==> src/rtl/xy2_100_rx_pkg.sv <==
// Shared definitions for the XY2-100 receiver: frame geometry, control pattern,
// FSM encoding and the per-axis frame check.
package xy2_100_rx_pkg;

    localparam int         XY2_FRAME_BITS = 20;
    localparam logic [2:0] XY2_CTRL_16B   = 3'b001;
    // Shift register holds C2..C0 and D15..D0; the parity bit is captured separately.
    localparam int         SR_W           = XY2_FRAME_BITS - 1;

    typedef enum logic [1:0] {
        HUNT  = 2'd0,
        RECV  = 2'd1,
        CHECK = 2'd2
    } xy2_state_e;

    function automatic logic axis_ok(input logic [SR_W-1:0] sr,
                                     input logic            par,
                                     input logic [2:0]      ctrl);
        return (sr[SR_W-1 -: 3] == ctrl) && ((^sr ^ par) == 1'b0);
    endfunction

endpackage

==> src/rtl/xy2_sync.sv <==
// 2-FF synchronizer bank for the four XY2-100 bus lines plus the bus-clock
// falling-edge detector; sync/x/y are presented alongside the edge strobe.
module xy2_sync (
    input  logic clk_ref,
    input  logic sys_rstn,
    input  logic xy_sync,
    input  logic xy_clk,
    input  logic xy_x,
    input  logic xy_y,
    output logic bit_evt,
    output logic s_sync,
    output logic s_x,
    output logic s_y
);

    // Bit order in the bank: {sync, clk, x, y}
    logic [3:0] meta;
    logic [3:0] stab;
    logic       clk_prev;

    always_ff @(posedge clk_ref or negedge sys_rstn) begin
        if (!sys_rstn) begin
            meta     <= '0;
            stab     <= '0;
            clk_prev <= 1'b0;
        end else begin
            meta     <= {xy_sync, xy_clk, xy_x, xy_y};
            stab     <= meta;
            clk_prev <= stab[2];
        end
    end

    assign bit_evt = clk_prev & ~stab[2];
    assign s_sync  = stab[3];
    assign s_x     = stab[1];
    assign s_y     = stab[0];

endmodule

==> src/rtl/xy2_100_rx.sv <==
// XY2-100 galvo bus receiver: deframes X/Y words, validates control and parity,
// publishes position setpoints and tracks link health with a watchdog.
module xy2_100_rx
    import xy2_100_rx_pkg::*;
#(
    parameter int         TIMEOUT_CYCLES = 2000,
    parameter logic [2:0] CTRL_EXPECT    = XY2_CTRL_16B
) (
    input  logic        clk_ref,
    input  logic        sys_rstn,
    input  logic        xy_sync,
    input  logic        xy_clk,
    input  logic        xy_x,
    input  logic        xy_y,
    output logic [15:0] pos_x,
    output logic [15:0] pos_y,
    output logic        pos_valid,
    output logic        frame_err,
    output logic [15:0] err_cnt,
    output logic        link_ok,
    output logic        xy_status
);

    localparam int               WD_W     = $clog2(TIMEOUT_CYCLES + 1);
    localparam logic [WD_W-1:0]  WD_MAX   = WD_W'(TIMEOUT_CYCLES);
    localparam logic [4:0]       LAST_BIT = 5'(SR_W);

    logic bit_evt, s_sync, s_x, s_y;

    xy2_sync u_sync (
        .clk_ref  (clk_ref),
        .sys_rstn (sys_rstn),
        .xy_sync  (xy_sync),
        .xy_clk   (xy_clk),
        .xy_x     (xy_x),
        .xy_y     (xy_y),
        .bit_evt  (bit_evt),
        .s_sync   (s_sync),
        .s_x      (s_x),
        .s_y      (s_y)
    );

    xy2_state_e state, state_nxt;
    logic [4:0]      bit_cnt;
    logic [SR_W-1:0] sr_x, sr_y;
    logic            par_x, par_y;
    logic            shift_en, cnt_clr, cap_par, fr_err, chk;
    logic            accept, reject;
    logic [WD_W-1:0] wd_cnt, wd_nxt;

    always_ff @(posedge clk_ref or negedge sys_rstn) begin
        if (!sys_rstn) state <= HUNT;
        else           state <= state_nxt;
    end

    always_comb begin
        state_nxt = state;
        unique case (state)
            HUNT:  if (bit_evt && !s_sync) state_nxt = RECV;
            RECV:  if (bit_evt && bit_cnt == LAST_BIT) state_nxt = s_sync ? HUNT : CHECK;
            CHECK: state_nxt = RECV;
            default: state_nxt = HUNT;
        endcase
    end

    always_comb begin
        shift_en = 1'b0;
        cnt_clr  = 1'b0;
        cap_par  = 1'b0;
        fr_err   = 1'b0;
        chk      = 1'b0;
        unique case (state)
            HUNT: cnt_clr = bit_evt & ~s_sync;
            RECV: if (bit_evt) begin
                if (s_sync) begin
                    if (bit_cnt == LAST_BIT) fr_err   = 1'b1;
                    else                     shift_en = 1'b1;
                end else if (bit_cnt == LAST_BIT) begin
                    cap_par = 1'b1;
                end else begin
                    // SYNC low with an empty counter is just an idle gap
                    cnt_clr = 1'b1;
                    fr_err  = (bit_cnt != 5'd0);
                end
            end
            CHECK: begin
                chk     = 1'b1;
                cnt_clr = 1'b1;
            end
            default: ;
        endcase
    end

    always_ff @(posedge clk_ref or negedge sys_rstn) begin
        if (!sys_rstn) begin
            bit_cnt <= '0;
            sr_x    <= '0;
            sr_y    <= '0;
            par_x   <= 1'b0;
            par_y   <= 1'b0;
        end else begin
            if (cnt_clr)       bit_cnt <= '0;
            else if (shift_en) bit_cnt <= bit_cnt + 5'd1;
            if (shift_en) begin
                sr_x <= {sr_x[SR_W-2:0], s_x};
                sr_y <= {sr_y[SR_W-2:0], s_y};
            end
            if (cap_par) begin
                par_x <= s_x;
                par_y <= s_y;
            end
        end
    end

    // Both axes must pass or neither is published
    assign accept = chk && axis_ok(sr_x, par_x, CTRL_EXPECT) && axis_ok(sr_y, par_y, CTRL_EXPECT);
    assign reject = (chk && !accept) || fr_err;

    always_comb begin
        if (accept)                wd_nxt = '0;
        else if (wd_cnt == WD_MAX) wd_nxt = wd_cnt;
        else                       wd_nxt = wd_cnt + WD_W'(1);
    end

    always_ff @(posedge clk_ref or negedge sys_rstn) begin
        if (!sys_rstn) begin
            pos_x     <= '0;
            pos_y     <= '0;
            pos_valid <= 1'b0;
            frame_err <= 1'b0;
            err_cnt   <= '0;
            wd_cnt    <= '0;
            link_ok   <= 1'b0;
        end else begin
            pos_valid <= accept;
            frame_err <= reject;
            if (accept) begin
                pos_x <= sr_x[15:0];
                pos_y <= sr_y[15:0];
            end
            if (reject && err_cnt != 16'hFFFF) err_cnt <= err_cnt + 16'd1;
            wd_cnt <= wd_nxt;
            if (accept)                link_ok <= 1'b1;
            else if (wd_nxt == WD_MAX) link_ok <= 1'b0;
        end
    end

    assign xy_status = link_ok;

endmodule

==> config.mk <==
export PLATFORM = sky130hd
export DESIGN_NAME = xy2_100_rx
export DESIGN_NICKNAME = d
export VERILOG_FILES = /design/src/rtl/xy2_100_rx_pkg.sv /design/src/rtl/xy2_sync.sv /design/src/rtl/xy2_100_rx.sv
export SDC_FILE = /design/constraint.sdc
export NUM_CORES = 1
export LEC_CHECK = 0
export ABC_AREA = 1
export BUFFER_PORTS_ARGS = -buffer_cell sky130_fd_sc_hd__buf_2
export CAP_MARGIN = 20
export CORE_MARGIN = 4
export CORE_UTILIZATION = 63
export CTS_CLUSTER_SIZE = 12
export DETAILED_ROUTE_END_ITERATION = 8
export GPL_ROUTABILITY_DRIVEN = 0
export PLACE_DENSITY = 0.82
export SKIP_CTS_REPAIR_TIMING = 1
export SLEW_MARGIN = 20
export SYNTH_ARGS = -nofsm -noshare
export SYNTH_HDL_FRONTEND = slang
export SYNTH_HIERARCHICAL = 1
export SYNTH_SLANG_ARGS = --single-unit
==> constraint.sdc <==
create_clock -name clk_ref -period 6.8 [get_ports clk_ref]
set_clock_uncertainty 0.15 [all_clocks]
set_input_delay 0.34 -clock clk_ref [delete_from_list [all_inputs] [get_ports clk_ref]]
set_output_delay 0.34 -clock clk_ref [all_outputs]
set_load 0.05 [all_outputs]
# --- Yosys cells after proc, flatten, opt, wreduce, memory -nomap -nowiden ---
# Index checks and enable logic that the tools add are counted.
totals:
  output_inout_bits: 52
  ff_bits: 118
  input_bits: 6
  word_cells: 81
op_classes:
  eq_ne: 10
  n_mux: 26
  addsub: 3
  n_bitwise: 8
  reduce_logical: 18
ops:
  columns: ["operator", "n"]
  rows:
  - ["XOR reduction 19 bit", 2]
  - ["== test 11 bit, second input constant", 2]
  - ["two-way mux 11 bit", 2]
  - ["two-way mux 1 bit", 17]
  - ["adder 16 x 1 -> 16 bit, second input constant", 1]
  - ["!= test 16 bit, second input constant", 1]
  - ["adder 11 x 1 -> 11 bit, second input constant", 1]
  - ["two-way mux 5 bit", 2]
  - ["logical AND 1 bit", 8]
  - ["== test 3 x 1 -> 1 bit, second input constant", 2]
  - ["two-way mux 2 bit", 3]
  - ["case mux 2 bit (3 select lines)", 1]
  - ["adder 5 x 1 -> 5 bit, second input constant", 1]
  - ["== test 5 bit, second input constant", 1]
  - ["nonzero test 5 bit", 1]
  - ["!= test 2 bit, second input constant", 2]
  - ["NOT 1 bit", 4]
  - ["nonzero test 2 bit", 2]
  - ["case mux 1 bit (3 select lines)", 1]
  - ["bitwise AND 1 bit", 2]
  - ["== test 2 x 1 -> 1 bit, second input constant", 1]
  - ["== test 2 bit, second input constant", 1]
  - ["logical NOT 1 bit", 2]
  - ["logical NOT 2 bit", 1]
  - ["3 further kinds", 4]

# --- Longest topological paths before layout ---
# Gate-level depths: netlist of the first run.
depth:
  word_depth: 10
  mapped_depth: 19
  mapped_depth_nobuf: 18

# --- By module ---
# The synthesis of the first run kept the hierarchy.
by_module_without_submodules:
  columns: ["module", "instances", "area_each_um2", "cells_per_inst", "seq_area_each_um2"]
  rows:
  - ["xy2_100_rx", 1, 5429.0, 685, 2727.6]
  - ["xy2_sync", 1, 235.2, 11, 225.2]

# --- Least setup slack after synthesis of the first run ---
# No wires, ideal clock.
synth_path:
  path_kind: "reg2reg"
  start: "reg err_cnt[0]"
  end: "reg err_cnt[6]"
  arrival_time_ps: 2182
  path_stages_with_launch: 8
  setup_time_ps: 120
  path_buffers: 1
  required_ps: 6530
  synth_period_minus_slack_ps: 2452
  setup_slack_ps: 4348
  path_cell_list: "dfrtp_1 -> ha_1 -> nand3_1 -> nor3_1 -> nand4_1 -> buf_2 -> nand3_1 -> nand2_1"
synth_via:
  elab_chain_len: 2
  elab_cells_between_ends: 3
  cone_classes: "add/sub: 1; eq/ne: 1; reduce/logical: 1"
synth_rtl:
  columns: ["element", "line", "rtl"]
  rows:
  - ["start: declaration", "xy2_100_rx.sv:19", "output logic [15:0] err_cnt,"]
  - ["start signal: assignment", "xy2_100_rx.sv:141", "if (reject && err_cnt != 16'hFFFF) err_cnt <= err_cnt + 16'd1;"]
  - ["parallel branches: the longest is 2 deep, another holds adder 16 x 1 -> 16 bit", null, null]
# Parallel ways; which one is timed is not known.
# A chain may end at the register's enable or synchronous reset.

# --- Final worst setup path of the first run ---
layout_path:
  start: "reg sr_y[17]"
  end: "reg err_cnt[14]"
layout_via:
  elab_chain_len: 9
  elab_cells_between_ends: 10
  cone_classes: "eq/ne: 1; bitwise: 2; reduce/logical: 7"
layout_rtl:
  columns: ["element", "line", "rtl"]
  rows:
  - ["start: declaration", "xy2_100_rx.sv:45", "logic [SR_W-1:0] sr_x, sr_y;"]
  - ["start signal: assignment", "xy2_100_rx.sv:106", "sr_y <= {sr_y[SR_W-2:0], s_y};"]
  - ["XOR reduction 19 bit", "xy2_100_rx_pkg.sv:19", "return (sr[SR_W-1 -: 3] == ctrl) && ((^sr ^ par) == 1'b0);"]
  - ["XOR 1 bit", "xy2_100_rx_pkg.sv:19", null]
  - ["NOT 1 bit", "xy2_100_rx_pkg.sv:19", null]
  - ["logical AND 1 bit *", "xy2_100_rx_pkg.sv:19", null]
  - ["logical AND 1 bit *", "xy2_100_rx.sv:116", "assign accept = chk && axis_ok(sr_x, par_x, CTRL_EXPECT) && axis_ok(sr_y, par_y, CTRL_EXPECT);"]
  - ["logical NOT 1 bit *", "xy2_100_rx.sv:117", "assign reject = (chk && !accept) || fr_err;"]
  - ["logical AND 1 bit *", "xy2_100_rx.sv:117", null]
  - ["logical OR 1 bit *", "xy2_100_rx.sv:117", null]
  - ["logical AND 1 bit *", "xy2_100_rx.sv:141", null]
# Every way passes the cells marked *; elsewhere a longest branch is shown, timed or not.

==> Implementation_results.wiki, run 1 <==
{| class="wikitable"
! Metric !! Value
|-
| Maximum clock insertion buffer count || 2
|-
| Final setup viols || 0
|-
| Required time of the worst setup path || 7.03 ns
|-
| Vias in the first global route || 4,674
|-
| Row count || 34
|-
| RSZ-0062 raised after global routing || false
|-
| Proportion of power drawn by combinational gates || 17.6%
|-
| CTS tree || built
|-
| Area of all placed cells without fillers || 6620 um2
|-
| Slew of the pin with the lowest slew margin || 0.810 ns
|-
| Leakage component of the power || 3.47 nW
|-
| Tightest Hold Check Type || flip-flop to flip-flop
|-
| # diodes || 0
|-
| Fmax || 308 MHz
|-
| Total vias in the final route || 4,732
|-
| Hold Path Stages || 0
|-
| Worst-case setup margin in the final layout || 3.55 ns
|-
| DRC violations left || 0
|-
| Clock transition at path regs || 0.06 ns
|-
| X dimension of the die || 103 um
|-
| Status || completed
|-
| Sw frac || 29.5%
|-
| PwrDens || 300 nW/um2
|-
| Area of the mapped netlist || 5660 um2
|-
| Placeable core area || 8720 um2
|-
| Library cell used as clock root buffer || clkbuf_8
|-
| Total routing usage reported by global routing || 24.4%
|-
| Sum of negative setup slack || 0 ns
|-
| Count of port buffers added during placement || 57
|-
| MaxCap Viol Count || 0
|-
| Final routed wirelength across all metal layers || 12,000 um
|-
| Warnings, synthesis || 6
|-
| Share of cells above drive strength 1 || 14.5%
|-
| Final Hold Violating Endpoints || 0
|-
| Portion of the clock cycle consumed by the worst path in the final layout || 47.8%
|-
| Half-perimeter wire length after detailed placement || 7500 um
|-
| Per-cell routed wire length || 13.7 um
|-
| Post-route antenna net violation count || 0
|-
| Cell Area, Placed || 6010 um2
|-
| Count of distinct cell types in the synthesized netlist || 28
|-
| Maximum number of pins on one net before global-route repair || 73
|-
| Portion of total power attributed to the clock network || 42.4%
|-
| Initial core utilization || 64.9%
|-
| Net Count, Synth || 709
|-
| Vias per inst || 5.39
|-
| Final layout net count || 772
|-
| Die height || 103 um
|-
| Post-synthesis sequential element count || 118
|-
| Pins over their slew limit || 0
|-
| Worst slack at placement || 3.59 ns
|-
| Synthesis-to-layout area growth || 16.9%
|-
| Net switching power figure || 0.585 mW
|-
| Type of element capturing the critical path || flip-flop
|-
| Number of violations reported at the end of detailed-routing iteration 0 || 343
|-
| Number of cells on the worst reg-to-reg path || 13
|-
| Post-Syn Instances || 696
|-
| I/O Pins || 58
|-
| Startpoint Class || flip-flop
|-
| Post-Syn Area per Cell || 8.14 um2
|-
| Slew margin rel. || 46.0%
|-
| Worst Hold Slack || 0.195 ns
|-
| Sequential fraction of the synthesis area || 52.1%
|-
| Internal || 1.40 mW
|-
| Data arrival time of the critical path || 3.48 ns
|-
| Initial antenna violation count || 0
|-
| Clock buffers created by TritonCTS || 17
|-
| Total iterations of the first detailed-routing run || 5
|-
| Crit path kind || flip-flop to flip-flop
|-
| Residual overflow from global routing || 0
|-
| Wire length of the first global-routing pass || 20,300 um
|-
| Crit path max fanout || 69
|-
| Insertion delay to the later sink of the worst-skew pair || 0.50 ns
|-
| Peak supply drop || 0.000215 V
|-
| Shortest period the worst path allows || 3.25 ns
|-
| Number of clock sinks || 118
|-
| Core occupancy in the finished layout || 76.0%
|-
| Die Footprint || 10,600 um2
|-
| Number of levels the H-tree was split into || 4
|-
| Fraction of power consumed by sequential logic || 40.0%
|}
synth_stat cells:
cell type | count | share of area [%]
nand3b_1 | 2 | 0.26
a21oi_1 | 4 | 0.35
xnor2_1 | 17 | 2.6
buf_6 | 1 | 0.20
buf_2 | 6 | 0.53
ha_1 | 7 | 1.5
inv_1 | 74 | 4.9
nand4_1 | 9 | 0.99
nor3_1 | 11 | 0.97
a211oi_1 | 1 | 0.13
nand2_4 | 2 | 0.40
nand3_1 | 33 | 2.9
o31ai_1 | 1 | 0.13
buf_4 | 2 | 0.26
inv_2 | 13 | 0.86
o21ai_0 | 78 | 6.9
xor2_1 | 21 | 3.2
nor4_1 | 4 | 0.44
clkbuf_1 | 11 | 0.73
nand2_1 | 240 | 16
nand2_2 | 3 | 0.33
xnor2_2 | 1 | 0.29
a31oi_1 | 1 | 0.11
a21oi_2 | 1 | 0.15
nor2_1 | 32 | 2.1
nor2_2 | 2 | 0.22
o21bai_4 | 1 | 0.33
dfrtp_1 | 118 | 52
state kept, by name (all words and copies together) (netlist names):
| register | flops |
|---|---|
| bit_cnt | 5 |
| err_cnt | 16 |
| frame_err | 1 |
| link_ok | 1 |
| par_x | 1 |
| par_y | 1 |
| pos_valid | 1 |
| pos_x | 16 |
| pos_y | 16 |
| sr_x | 19 |
| sr_y | 19 |
| state | 2 |
| u_sync/clk_prev | 1 |
| u_sync/meta | 4 |
| u_sync/stab | 4 |
| wd_cnt | 11 |
power by group through the flow:
stage	sequential (mW)	combinational, mW	clock, mW
after floorplan	0.826	0.229	0
after global placement	0.800	0.317	0
after detailed placement	0.802	0.333	0
after CTS	0.793	0.348	0.851
after global routing	0.800	0.386	0.885
final	0.794	0.349	0.842
area by class of cell:
| cell class | instances | area (um2) |
|---|---|---|
| flip-flops and latches | 118 | 2950 |
| clock inverters | 9 | 103 |
| clock buffers | 21 | 459 |
| fillers | 614 | 2100 |
| repair buffers | 64 | 353 |
| inverters | 87 | 327 |
| well taps | 108 | 135 |
| multi-input cells | 471 | 2290 |
worst paths after layout:
path,startpoint,end,slack (ns)
hold reg to reg,u_sync/meta[2],u_sync/stab[2],0.19
setup / recovery,sr_y[17],err_cnt[14],3.55
max in group asynchronous,sys_rstn,sr_x[13],5.02
setup reg to reg,sr_y[17],err_cnt[14],3.55
hold / removal,u_sync/meta[2],u_sync/stab[2],0.19
min in group asynchronous,sys_rstn,wd_cnt[1],0.32
layout by cell type, fill, tap and decap left out, types with 2 or more instances in the layout:
cell,Yosys,layout
nand4_1,9,9
nand2_4,2,2
o21ai_0,78,78
clkbuf_8,0,4
nand2_2,3,3
clkinvlp_4,0,3
bufinv_16,0,2
buf_4,2,3
nand3b_1,2,2
nor4_1,4,4
xnor2_1,17,17
clkinv_2,0,4
ha_1,7,7
dfrtp_1,118,118
nand3_1,33,33
inv_1,74,74
clkbuf_16,0,16
nor2_2,2,2
dlygate4sd3_1,0,5
nor2_1,32,31
nand2_1,240,240
inv_2,13,13
buf_2,6,56
a21oi_1,4,4
nor3_1,11,11
xor2_1,21,21
routing by layer:
layer | vias up | global-route usage (%) | wire length [um]
met5 | - | 0 | 0
met4 | 0 | 10.3 | 261
met3 | 29 | 5.75 | 506
met2 | 137 | 41.2 | 6060
met1 | 2262 | 30.4 | 5160
li1 | 2304 | - | -
kinds of logic (layout without fill, tap and decap cells):
family	after synthesis	after routing	share of synthesized area [%]
AND/OR/NAND/NOR	338	338	24.6
flip-flops	118	118	52.1
buffers and inverters	107	181	7.49
AO/OA/AOI/OAI	87	87	8.11
XOR/XNOR	39	39	6.16
adder cells (fa/ha/maj)	7	7	1.55
critical path, stage by stage (launching register included):
cell and delay, ns:
dfrtp_1 0.38, inv_1 0.09, ha_1 0.24, xnor2_1 0.19, xor2_1 0.25, nand3_1 0.10, nand2_1 0.08, nor2_2 0.05
nand2_4 0.45, inv_2 0.26, o21bai_4 0.46, nand2_4 0.22, nand2_1 0.13, nand2_1 0.07
metrics by stage:
step                      power (mW)  cells
after global routing            2.07    878
after global placement          1.12    843
after CTS                       1.99    873
after floorplan                 1.06    696
after detailed placement        1.14    843
final                           1.99    878
No activity file was read; power rests on OpenSTA's default activity.
==> inputs of run 2 (changes only) <==
--- a/config.mk
+++ b/config.mk
@@ -5,15 +5,15 @@
 export SDC_FILE = /design/constraint.sdc
 export NUM_CORES = 1
 export LEC_CHECK = 0
-export ABC_AREA = 1
+export ABC_AREA = 0
 export BUFFER_PORTS_ARGS = -buffer_cell sky130_fd_sc_hd__buf_2
 export CAP_MARGIN = 20
 export CORE_MARGIN = 4
-export CORE_UTILIZATION = 63
+export CORE_UTILIZATION = 52
 export CTS_CLUSTER_SIZE = 12
 export DETAILED_ROUTE_END_ITERATION = 8
 export GPL_ROUTABILITY_DRIVEN = 0
-export PLACE_DENSITY = 0.82
+export PLACE_DENSITY = 0.73
 export SKIP_CTS_REPAIR_TIMING = 1
 export SLEW_MARGIN = 20
 export SYNTH_ARGS = -nofsm -noshare
==> constraint.sdc (replaced) <==
create_clock -name clk_ref -period 2.87 [get_ports clk_ref]
set_clock_uncertainty 0.15 [all_clocks]
set_input_delay 0.1435 -clock clk_ref [delete_from_list [all_inputs] [get_ports clk_ref]]
set_output_delay 0.1435 -clock clk_ref [all_outputs]
set_load 0.05 [all_outputs]
==> Implementation_results.wiki, run 2 <==
{| class="wikitable"
! Metric !! Value
|-
| Slew of the pin with the lowest slew margin || 0.578 ns
|-
| Vias in the first global route || 3,215
|-
| Warnings, synthesis || 6
|-
| Library cell with the highest instance count after synthesis || dfrtp_1
|-
| Insertion delay to the later sink of the worst-skew pair || 0.52 ns
|-
| Die Footprint || 11,500 um2
|-
| Clock buffers created by TritonCTS || 17
|-
| Data arrival time of the critical path || 2.95 ns
|-
| I/O Pins || 58
|-
| Worst slack at placement || -0.0164 ns
|-
| Total routing usage reported by global routing || 18.2%
|-
| Net Count, Synth || 405
|-
| Crit path cell chain || ha_1 > xor2_1 > xnor2_1 > xnor3_1 > xnor2_1 > nor4_4 > o21a_2 > buf_4 > nor3_1 > xor2_1
|-
| Type of element capturing the critical path || flip-flop
|-
| Top Usage Layer GRT || met2
|-
| Die height || 107 um
|-
| Placeable core area || 9680 um2
|-
| Count of port buffers added during placement || 57
|-
| Vias per inst || 5.25
|-
| Crit path max fanout || 7
|-
| MaxCap Viol Count || 0
|-
| Per-cell routed wire length || 15.4 um
|-
| Leakage component of the power || 3.17 nW
|-
| PwrDens || 771 nW/um2
|-
| Area fraction of the dominant cell type after synthesis || 57.5%
|-
| Global Route met2 Usage || 28.0%
|-
| Status || completed
|-
| Post-Syn Instances || 392
|-
| Total power draw || 4.86 mW
|-
| Biggest area consumer among synthesized cells || dfrtp_1
|-
| Initial core utilization || 53.1%
|-
| Most frequently used flop master after synthesis || dfrtp_1
|-
| Count of distinct cell types in the synthesized netlist || 37
|-
| Most frequent standard cell in the layout excluding fill and tap cells || dfrtp_1
|-
| Initial antenna violation count || 0
|-
| Maximum number of pins on one net before global-route repair || 48
|-
| Worst-case setup margin in the final layout || 0.211 ns
|-
| Crit-path slowest cell || dfrtp_1
|-
| Row count || 36
|-
| Post-synthesis async set-or-reset flop share || 100%
|-
| Delay contributed by the slowest stage of the critical path || 0.39 ns
|-
| Residual overflow from global routing || 0
|-
| Required time of the worst setup path || 3.16 ns
|-
| Area of all placed cells without fillers || 6310 um2
|-
| Sequential fraction of the synthesis area || 57.5%
|-
| Share of cells above drive strength 1 || 36.6%
|-
| Slew margin rel. || 61.4%
|-
| Number of violations reported at the end of detailed-routing iteration 0 || 128
|-
| Inst Count DP || 579
|-
| Top post-synthesis cells by count || 118 x dfrtp_1, 70 x mux2_2, 38 x xnor2_1, 24 x nor2_1, 21 x xor2_1
|-
| Total area of sequential cells || 2950 um2
|-
| Worst Hold Slack || 0.0225 ns
|-
| Half-perimeter wire length after detailed placement || 6270 um
|-
| Cell Area, Placed || 5650 um2
|-
| Portion of the clock cycle consumed by the worst path in the final layout || 92.6%
|-
| Library cell used as clock root buffer || clkbuf_8
|-
| Fmax || 376 MHz
|-
| Most used cells in the layout excluding fill and tap cells || 118 x dfrtp_1, 70 x mux2_2, 56 x buf_2
|-
| Area taken by multi-input logic gates || 2110 um2
|-
| X dimension of the die || 107 um
|-
| Post-synthesis sequential element count || 118
|-
| Number of fill cells || 743
|-
| Final Hold Violating Endpoints || 0
|-
| Wire length of the first global-routing pass || 16,000 um
|-
| Fraction of met3 tracks used by global routing || 7.26%
|-
| Maximum clock insertion buffer count || 2
|-
| Final setup viols || 0
|-
| Tightest Hold Check Type || input port to async pin
|-
| Shortest period the worst path allows || 2.66 ns
|-
| Synthesis-to-layout area growth || 22.8%
|-
| Number of clock sinks || 118
|-
| Pins over their slew limit || 0
|-
| Core occupancy in the finished layout || 65.2%
|-
| Sum of negative setup slack || 0 ns
|-
| RSZ-0062 raised after global routing || false
|-
| Final routed wirelength across all metal layers || 9500 um
|-
| Clock transition at path regs || 0.06 ns
|-
| Total vias in the final route || 3,231
|-
| Area of the mapped netlist || 5140 um2
|-
| DRC violations left || 0
|-
| Final layout net count || 483
|-
| # diodes || 0
|-
| Area contributors post-synth || dfrtp_1 57%, mux2_2 15%, xnor2_1 6.5%, xor2_1 3.6%, nor2_1 1.8%
|-
| Post-route antenna net violation count || 0
|-
| CTS tree || built
|-
| Regs by FF count || sr_x (19), sr_y (19)
|-
| Count of flip-flops with a built-in enable after synthesis || 0
|-
| Startpoint Class || flip-flop
|-
| Met1 track demand over resource in global routing || 23.1%
|-
| Filler-free cell count of the finished design || 616
|-
| Crit path kind || flip-flop to flip-flop
|-
| Number of levels the H-tree was split into || 4
|-
| Post-Syn Area per Cell || 13.1 um2
|-
| Total iterations of the first detailed-routing run || 4
|-
| Peak supply drop || 0.000636 V
|}
run 2: cells by family (layout without fill, tap and decap cells):
| logic type | count (synthesis) | count (layout) | synth area share (%) |
|---|---|---|---|
| xor+xnor | 61 | 61 | 10.9 |
| compound gates | 16 | 16 | 1.97 |
| flops | 118 | 118 | 57.5 |
| simple gates | 93 | 93 | 9.86 |
| buf+inv | 23 | 114 | 1.92 |
| mux | 74 | 74 | 16.1 |
| fa+ha+maj | 7 | 7 | 1.70 |
run 2: path summary, 6_finish.rpt:
kind                                startpoint             end  slack, ns  cells past startpoint
worst max-delay path                  sr_x[16]     err_cnt[13]       0.21                     10
worst min-delay path                  sys_rstn       wd_cnt[6]       0.02                      2
worst max register to register        sr_x[16]     err_cnt[13]       0.21                     10
max in group asynchronous             sys_rstn        pos_x[1]       1.77                      3
min in group clk_ref                   xy_sync  u_sync/meta[3]       0.11                      2
worst min register to register  u_sync/meta[1]  u_sync/stab[1]       0.20                      0
run 2: layout make-up:
type	instances	share of cell area (%)
clock inverter	11	1.98
tap	133	2.64
timing repair buffer	72	7.26
sequential	118	46.8
multi-input combinational	251	33.5
inverter	10	0.595
clock buffer	21	7.28
run 2: critical path: cells and delay by family (launching register included):
family,cells,cell delay (ns)
compound gates,1,0.27
xor+xnor,5,0.98
simple gates,2,0.30
fa+ha+maj,1,0.31
flops,1,0.39
buf+inv,1,0.17
run 2: power by group:
part	switching (mW)	internal (mW)
clock	0.734	1.30
sequential	0.159	1.80
combinational	0.456	0.410
run 2: layer usage:
layer  up-vias  routed length (um)
li1       1511                   -
met1      1627                4210
met2        79                4670
met3        14                 479
met4         0                 139
met5         -                   0
